==> src/rtl/mantissa_normalizer.sv <==
// ============================================================================
// Module      : mantissa_normalizer
// Description : Two-stage FP mantissa normalizer (leading-zero count, then
//               log-depth left shift) with valid/ready on both sides.
//               Optional macro NORM_SUBNORMAL_EN selects gradual underflow.
// Revision    : 1.0
// ============================================================================
`default_nettype none

module mantissa_normalizer #(
  parameter int N   = 24,
  parameter int SEL = 5,
  parameter int E   = 8
) (
  input  logic         clk,
  input  logic         rst_n,
  input  logic         in_valid_i,
  output logic         in_ready_o,
  input  logic         in_sign_i,
  input  logic [E-1:0] in_exp_i,
  input  logic [N-1:0] in_mant_i,
  output logic         out_valid_o,
  input  logic         out_ready_i,
  output logic         out_sign_o,
  output logic [E-1:0] out_exp_o,
  output logic [N-1:0] out_mant_o,
  output logic         out_zero_o,
  output logic         out_uflow_o
);

  localparam int LZW = SEL + 1;
  localparam int XW  = ((E > LZW) ? E : LZW) + 1;

  logic           w_s1_adv, w_s2_adv;
  logic           s1_valid_q, s1_sign_q;
  logic [E-1:0]   s1_exp_q;
  logic [N-1:0]   s1_mant_q;
  logic [LZW-1:0] s1_lz_q, lz_d;
  logic           s2_valid_q;

  assign w_s2_adv    = !s2_valid_q || out_ready_i;
  assign w_s1_adv    = !s1_valid_q || w_s2_adv;
  assign in_ready_o  = w_s1_adv;
  assign out_valid_o = s2_valid_q;

  // Last set bit found while scanning upward is the MSB; all-zero gives N.
  always_comb begin
    lz_d = LZW'(N);
    for (int i = 0; i < N; i++) begin
      if (in_mant_i[i]) lz_d = LZW'(N - 1 - i);
    end
  end

  always_ff @(posedge clk or negedge rst_n) begin
    if (!rst_n) begin
      s1_valid_q <= 1'b0;
      s1_sign_q  <= 1'b0;
      s1_exp_q   <= '0;
      s1_mant_q  <= '0;
      s1_lz_q    <= '0;
    end else if (w_s1_adv) begin
      s1_valid_q <= in_valid_i;
      if (in_valid_i) begin
        s1_sign_q <= in_sign_i;
        s1_exp_q  <= in_exp_i;
        s1_mant_q <= in_mant_i;
        s1_lz_q   <= lz_d;
      end
    end
  end

  logic            w_zero, w_uflow;
  logic [XW-1:0]   w_exp_x, w_lz_x;
  logic [E-1:0]    w_exp_norm;
  logic [SEL-1:0]  w_amt;
  logic [N-1:0]    w_stg [0:SEL];

  assign w_zero     = (s1_mant_q == '0);
  assign w_exp_x    = XW'(s1_exp_q);
  assign w_lz_x     = XW'(s1_lz_q);
  assign w_uflow    = !w_zero && (w_lz_x >= w_exp_x);
  assign w_exp_norm = s1_exp_q - E'(s1_lz_q);

`ifdef NORM_SUBNORMAL_EN
  // Underflow shifts only far enough to land the exponent on the subnormal floor.
  logic [SEL-1:0] w_sub_shift;
  assign w_sub_shift = (s1_exp_q == '0) ? '0 : SEL'(s1_exp_q - E'(1));
  assign w_amt       = w_uflow ? w_sub_shift : s1_lz_q[SEL-1:0];
`else
  assign w_amt = s1_lz_q[SEL-1:0];
`endif

  assign w_stg[0] = s1_mant_q;
  for (genvar s = 0; s < SEL; s++) begin : g_shift
    assign w_stg[s+1] = w_amt[s] ? (w_stg[s] << (2**s)) : w_stg[s];
  end

  logic         sign_d, zero_d, uflow_d;
  logic [E-1:0] exp_d;
  logic [N-1:0] mant_d;

  always_comb begin
    sign_d  = s1_sign_q;
    exp_d   = w_exp_norm;
    mant_d  = w_stg[SEL];
    zero_d  = 1'b0;
    uflow_d = 1'b0;
    if (w_zero) begin
      exp_d  = '0;
      mant_d = '0;
      zero_d = 1'b1;
    end else if (w_uflow) begin
      exp_d   = '0;
      uflow_d = 1'b1;
`ifndef NORM_SUBNORMAL_EN
      mant_d  = '0;
      zero_d  = 1'b1;
`endif
    end
  end

  // Payload only moves when stage 2 advances with a real beat, so it holds under backpressure.
  always_ff @(posedge clk or negedge rst_n) begin
    if (!rst_n) begin
      s2_valid_q  <= 1'b0;
      out_sign_o  <= 1'b0;
      out_exp_o   <= '0;
      out_mant_o  <= '0;
      out_zero_o  <= 1'b0;
      out_uflow_o <= 1'b0;
    end else if (w_s2_adv) begin
      s2_valid_q <= s1_valid_q;
      if (s1_valid_q) begin
        out_sign_o  <= sign_d;
        out_exp_o   <= exp_d;
        out_mant_o  <= mant_d;
        out_zero_o  <= zero_d;
        out_uflow_o <= uflow_d;
      end
    end
  end

endmodule

`default_nettype wire

==> config.mk <==
export PLATFORM = sky130hd
export DESIGN_NAME = mantissa_normalizer
export DESIGN_NICKNAME = d
export VERILOG_FILES = /design/src/rtl/mantissa_normalizer.sv
export SDC_FILE = /design/constraint.sdc
export NUM_CORES = 1
export LEC_CHECK = 0
export CAP_MARGIN = 20
export CORE_AREA = 5 5 101 103
export CTS_CLUSTER_DIAMETER = 40
export DETAILED_ROUTE_END_ITERATION = 8
export DIE_AREA = 0 0 106 108
export PLACE_DENSITY = 0.84
export SYNTH_ARGS = -nofsm -noshare
export SYNTH_HDL_FRONTEND = slang
export SYNTH_SLANG_ARGS = --single-unit
==> constraint.sdc <==
create_clock -name clk -period 5.78 [get_ports clk]
set_clock_uncertainty 0.05 [all_clocks]
set_input_delay 0.867 -clock clk [delete_from_list [all_inputs] [get_ports clk]]
set_output_delay 0.867 -clock clk [all_outputs]
set_load 0.02 [all_outputs]
==> flow_metrics.py <==
metrics = {
    "synth": {
        "synth-edff-count": 0,
        "synth_top_area_share": 0.4210,
        "ys_top_cells_by_count": "75 x dfrtp_1, 72 x nand2_1, 41 x nor2_1, 33 x mux2_2, 21 x o21ai_0",
        "async_reset_ff_frac": 1.000,
        "synth_cells": 447,
        "yosysMostFrequentCell": "dfrtp_1",
        "synth_seq_cells": 75,
        "post_synth.cell_area_avg_um2": 9.973,
        "syn-num-nets": 490,
        "syn-cell-area_um2": 4458,
        "yosys-top-cells-area": "dfrtp_1 42%, mux2_2 8.3%, nand2_1 6.1%",
        "seq_area_frac_synth": 0.4210,
        "yosysWarningCount": 0,
        "synthFlopType": "dfrtp_1",
        "synth_cell_types": 60,
        "yosys.area.top_type": "dfrtp_1",
    },
    "grt": {
        "overflow": 0,
        "grt_pass1_wl_mm": 18.23,
        "grt_pass1_vias": 3493,
        "antenna_found_initial": 0,
        "grt_max_degree": 76,
        "track_usage": 0.1985,
    },
    "setup_path": {
        "critPathCaptureType": "flip-flop",
        "arrival_ns": 3.88,
        "crit_path_start_kind": "flip-flop",
        "worstReg2RegStart": "s1_lz_q[1]$_DFFE_PN0P_",
        "crit_start": "s1_lz_q[1]$_DFFE_PN0P_",
        "criticalPathCategory": "reg2reg",
        "cp_data_required_time_ns": 5.93,
        "crit_path_max_fanout": 26,
        "r2r_end": "out_mant_o[16]$_DFFE_PN0P_",
        "reg2reg_depth": 7,
        "rrSetupSlack_ns": 2.05,
    },
    "min_path": {
        "whs_path_depth": 2,
        "min-delay-start": "s1_sign_q$_DFFE_PN0P_",
        "hold_path.class": "reg2reg",
        "hold_end": "s1_sign_q$_DFFE_PN0P_",
    },
    "placed_design": {
        "io_buffer_count": 73,
        "place_congestion": 0.9310,
        "placed_cell_area_um2": 5218,
        "dp_hpwl_mm": 8.551,
        "place_inst": 609,
    },
    "sta": {
        "fin_setup_tns_ns": 0,
        "fmax_mhz": 267.9,
        "setup_viol": 0,
        "slew_violations": 0,
        "min_period_ns": 3.733,
        "worstMarginPinSlew_ns": 0.9233,
        "grt_setup_unrepaired": "no",
        "slew_headroom": 0.3845,
        "fin_crit_sh": 0.6458,
        "finalHoldViolCount": 0,
        "hold_slack_ns": 0.4307,
    },
    "pwr": {
        "max-vdd-ir-drop_mv": 0.1372,
        "leakage_nw": 2.292,
        "p_per_area_nw_per_um2": 344.9,
    },
    "layout": {
        "fillCellCount": 795,
        "multi_input_comb_area_um2": 2409,
        "layout.cells.non_filler": 624,
        "syn2layout_area_growth_pct": 21.72,
        "stdcell_area_um2": 5426,
        "antenna_cells": 0,
        "seq_area_um2": 1877,
        "layout-drive-gt1-share": 0.1248,
        "nNetsFinal": 553,
        "finalCoreUtilization": 0.5957,
    },
    "die": {
        "core_um2": 9109,
        "dieWidth_um": 106,
        "die_height_um": 108,
        "start_util": 0.4894,
        "ios": 74,
        "rows": 35,
        "die_area_um2": 11450,
    },
    "cts": {
        "cts.clk_slew.worst_paths_ns": 0.07,
        "clockRootBuffer": "clkbuf_8",
        "cts.sinks": 75,
        "cts_resized": 0,
        "numCtsBuffers": 9,
        "cts_tree": "built",
        "clock_path_buffers": 2,
        "htree_levels": 3,
        "clkLatencyLatePin_ns": 0.34,
        "cts.hold.buffers_added": 0,
        "cts_setup_buffers": 0,
    },
    "route": {
        "first_pass_iters": 5,
        "drt-total-wl_mm": 11.19,
        "drc": 0,
        "vias_per_cell": 5.989,
        "drtAntennaViolNets": 0,
        "vias": 3737,
        "drtIter0Drc": 207,
        "routedWlPerCell_um": 17.94,
    },
    "job": {
        "maxCapViolCount": 0,
    },
    "run_status": {
        "status": "finished clean",
    },
}
==> power breakdown <==
group / internal (W) / leakage, nW / switching, W / total [W]
registers: 0.000638 / 0.919 / 0.0000953 / 0.000733
logic: 0.000369 / 1.28 / 0.000386 / 0.000755
clock network: 0.000205 / 0.0950 / 0.000179 / 0.000384
total: 0.00121 / 2.29 / 0.000660 / 0.00187
==> cell usage in the layout, fill, tap and decap left out, types with 3 or more instances in the layout <==
cell type	synthesis	routed
a211oi_1	11	11
a21oi_1	13	13
a22o_1	6	6
a31oi_1	5	5
a32o_1	8	8
and2_1	3	3
buf_4	1	4
clkbuf_8	0	10
clkdlybuf4s50_1	0	72
dfrtp_1	75	75
ha_1	5	5
inv_1	9	9
mux2_2	33	33
mux2i_1	17	17
mux4_1	4	4
mux4_2	8	8
nand2_1	72	72
nand2b_1	5	5
nand3_1	5	5
nor2_1	41	41
nor2b_1	4	4
nor3_1	8	8
nor4_1	11	11
o21a_1	3	3
o21ai_0	21	21
o21ai_1	3	3
o31ai_1	10	10
==> flip-flops by register name, indices dropped and copies added (netlist names) <==
register     flops
s1_lz_q          5
s1_exp_q         8
out_exp_o        8
out_zero_o       1
out_uflow_o      1
out_sign_o       1
s1_valid_q       1
out_mant_o      24
out_valid_o      1
s1_sign_q        1
s1_mant_q       24
==> metrics by stage <==
| step | power (W) | worst slack (ns) |
|---|---|---|
| floorplan | 0.001184 | 3.058 |
| CTS | 0.001880 | 2.047 |
| global placement | 0.001472 | 2.186 |
| detailed placement | 0.001493 | 2.025 |
| finish | 0.001872 | 2.047 |
| global route | 0.001974 | 1.726 |
==> per-layer routing <==
metal,wire length [um],global-route usage,vias up
li1,-,-,1777
met1,5127,0.2824,1797
met2,5219,0.3097,151
met3,717,0.04299,12
met4,128,0.05365,0
met5,0,0,-
==> cell families after synthesis <==
kind of cell	share of synthesized area
flip-flops	0.4210
AND/OR/NAND/NOR	0.1645
AO/OA/AOI/OAI	0.1625
XOR/XNOR	0.005895
adder cells (fa/ha/maj)	0.01852
buffers and inverters	0.03873
multiplexers	0.1889
==> how the worst max path moves through the flow <==
stage,depth (start not counted),to
6_report,7,out_mant_o[16]$_DFFE_PN0P_
5_1_grt,7,out_exp_o[6]$_DFFE_PN0P_
4_1_cts,7,out_mant_o[16]$_DFFE_PN0P_
3_5_place_dp,5,out_mant_o[11]$_DFFE_PN0P_
3_3_place_gp,5,out_mant_o[11]$_DFFE_PN0P_
2_1_floorplan,10,out_mant_o[13]$_DFFE_PN0P_
==> area by class of cell <==
class                      instances  share of cell area
clock buffer                      11             0.02605
clock inverter                     3            0.007378
inverter                          10            0.006917
multi-input combinational        336              0.4439
sequential                        75              0.3459
tap                              111             0.02559
timing repair buffer              78              0.1443
==> worst max-delay path, stage by stage (launching register included) <==
cell      delay (ns)
dfrtp_1         0.90
inv_1           0.49
fa_1            0.59
a211oi_1        0.23
o21bai_1        0.13
a211o_2         0.36
or3b_1          0.62
o21ai_0         0.20
No activity file was read; power rests on OpenSTA's default activity.
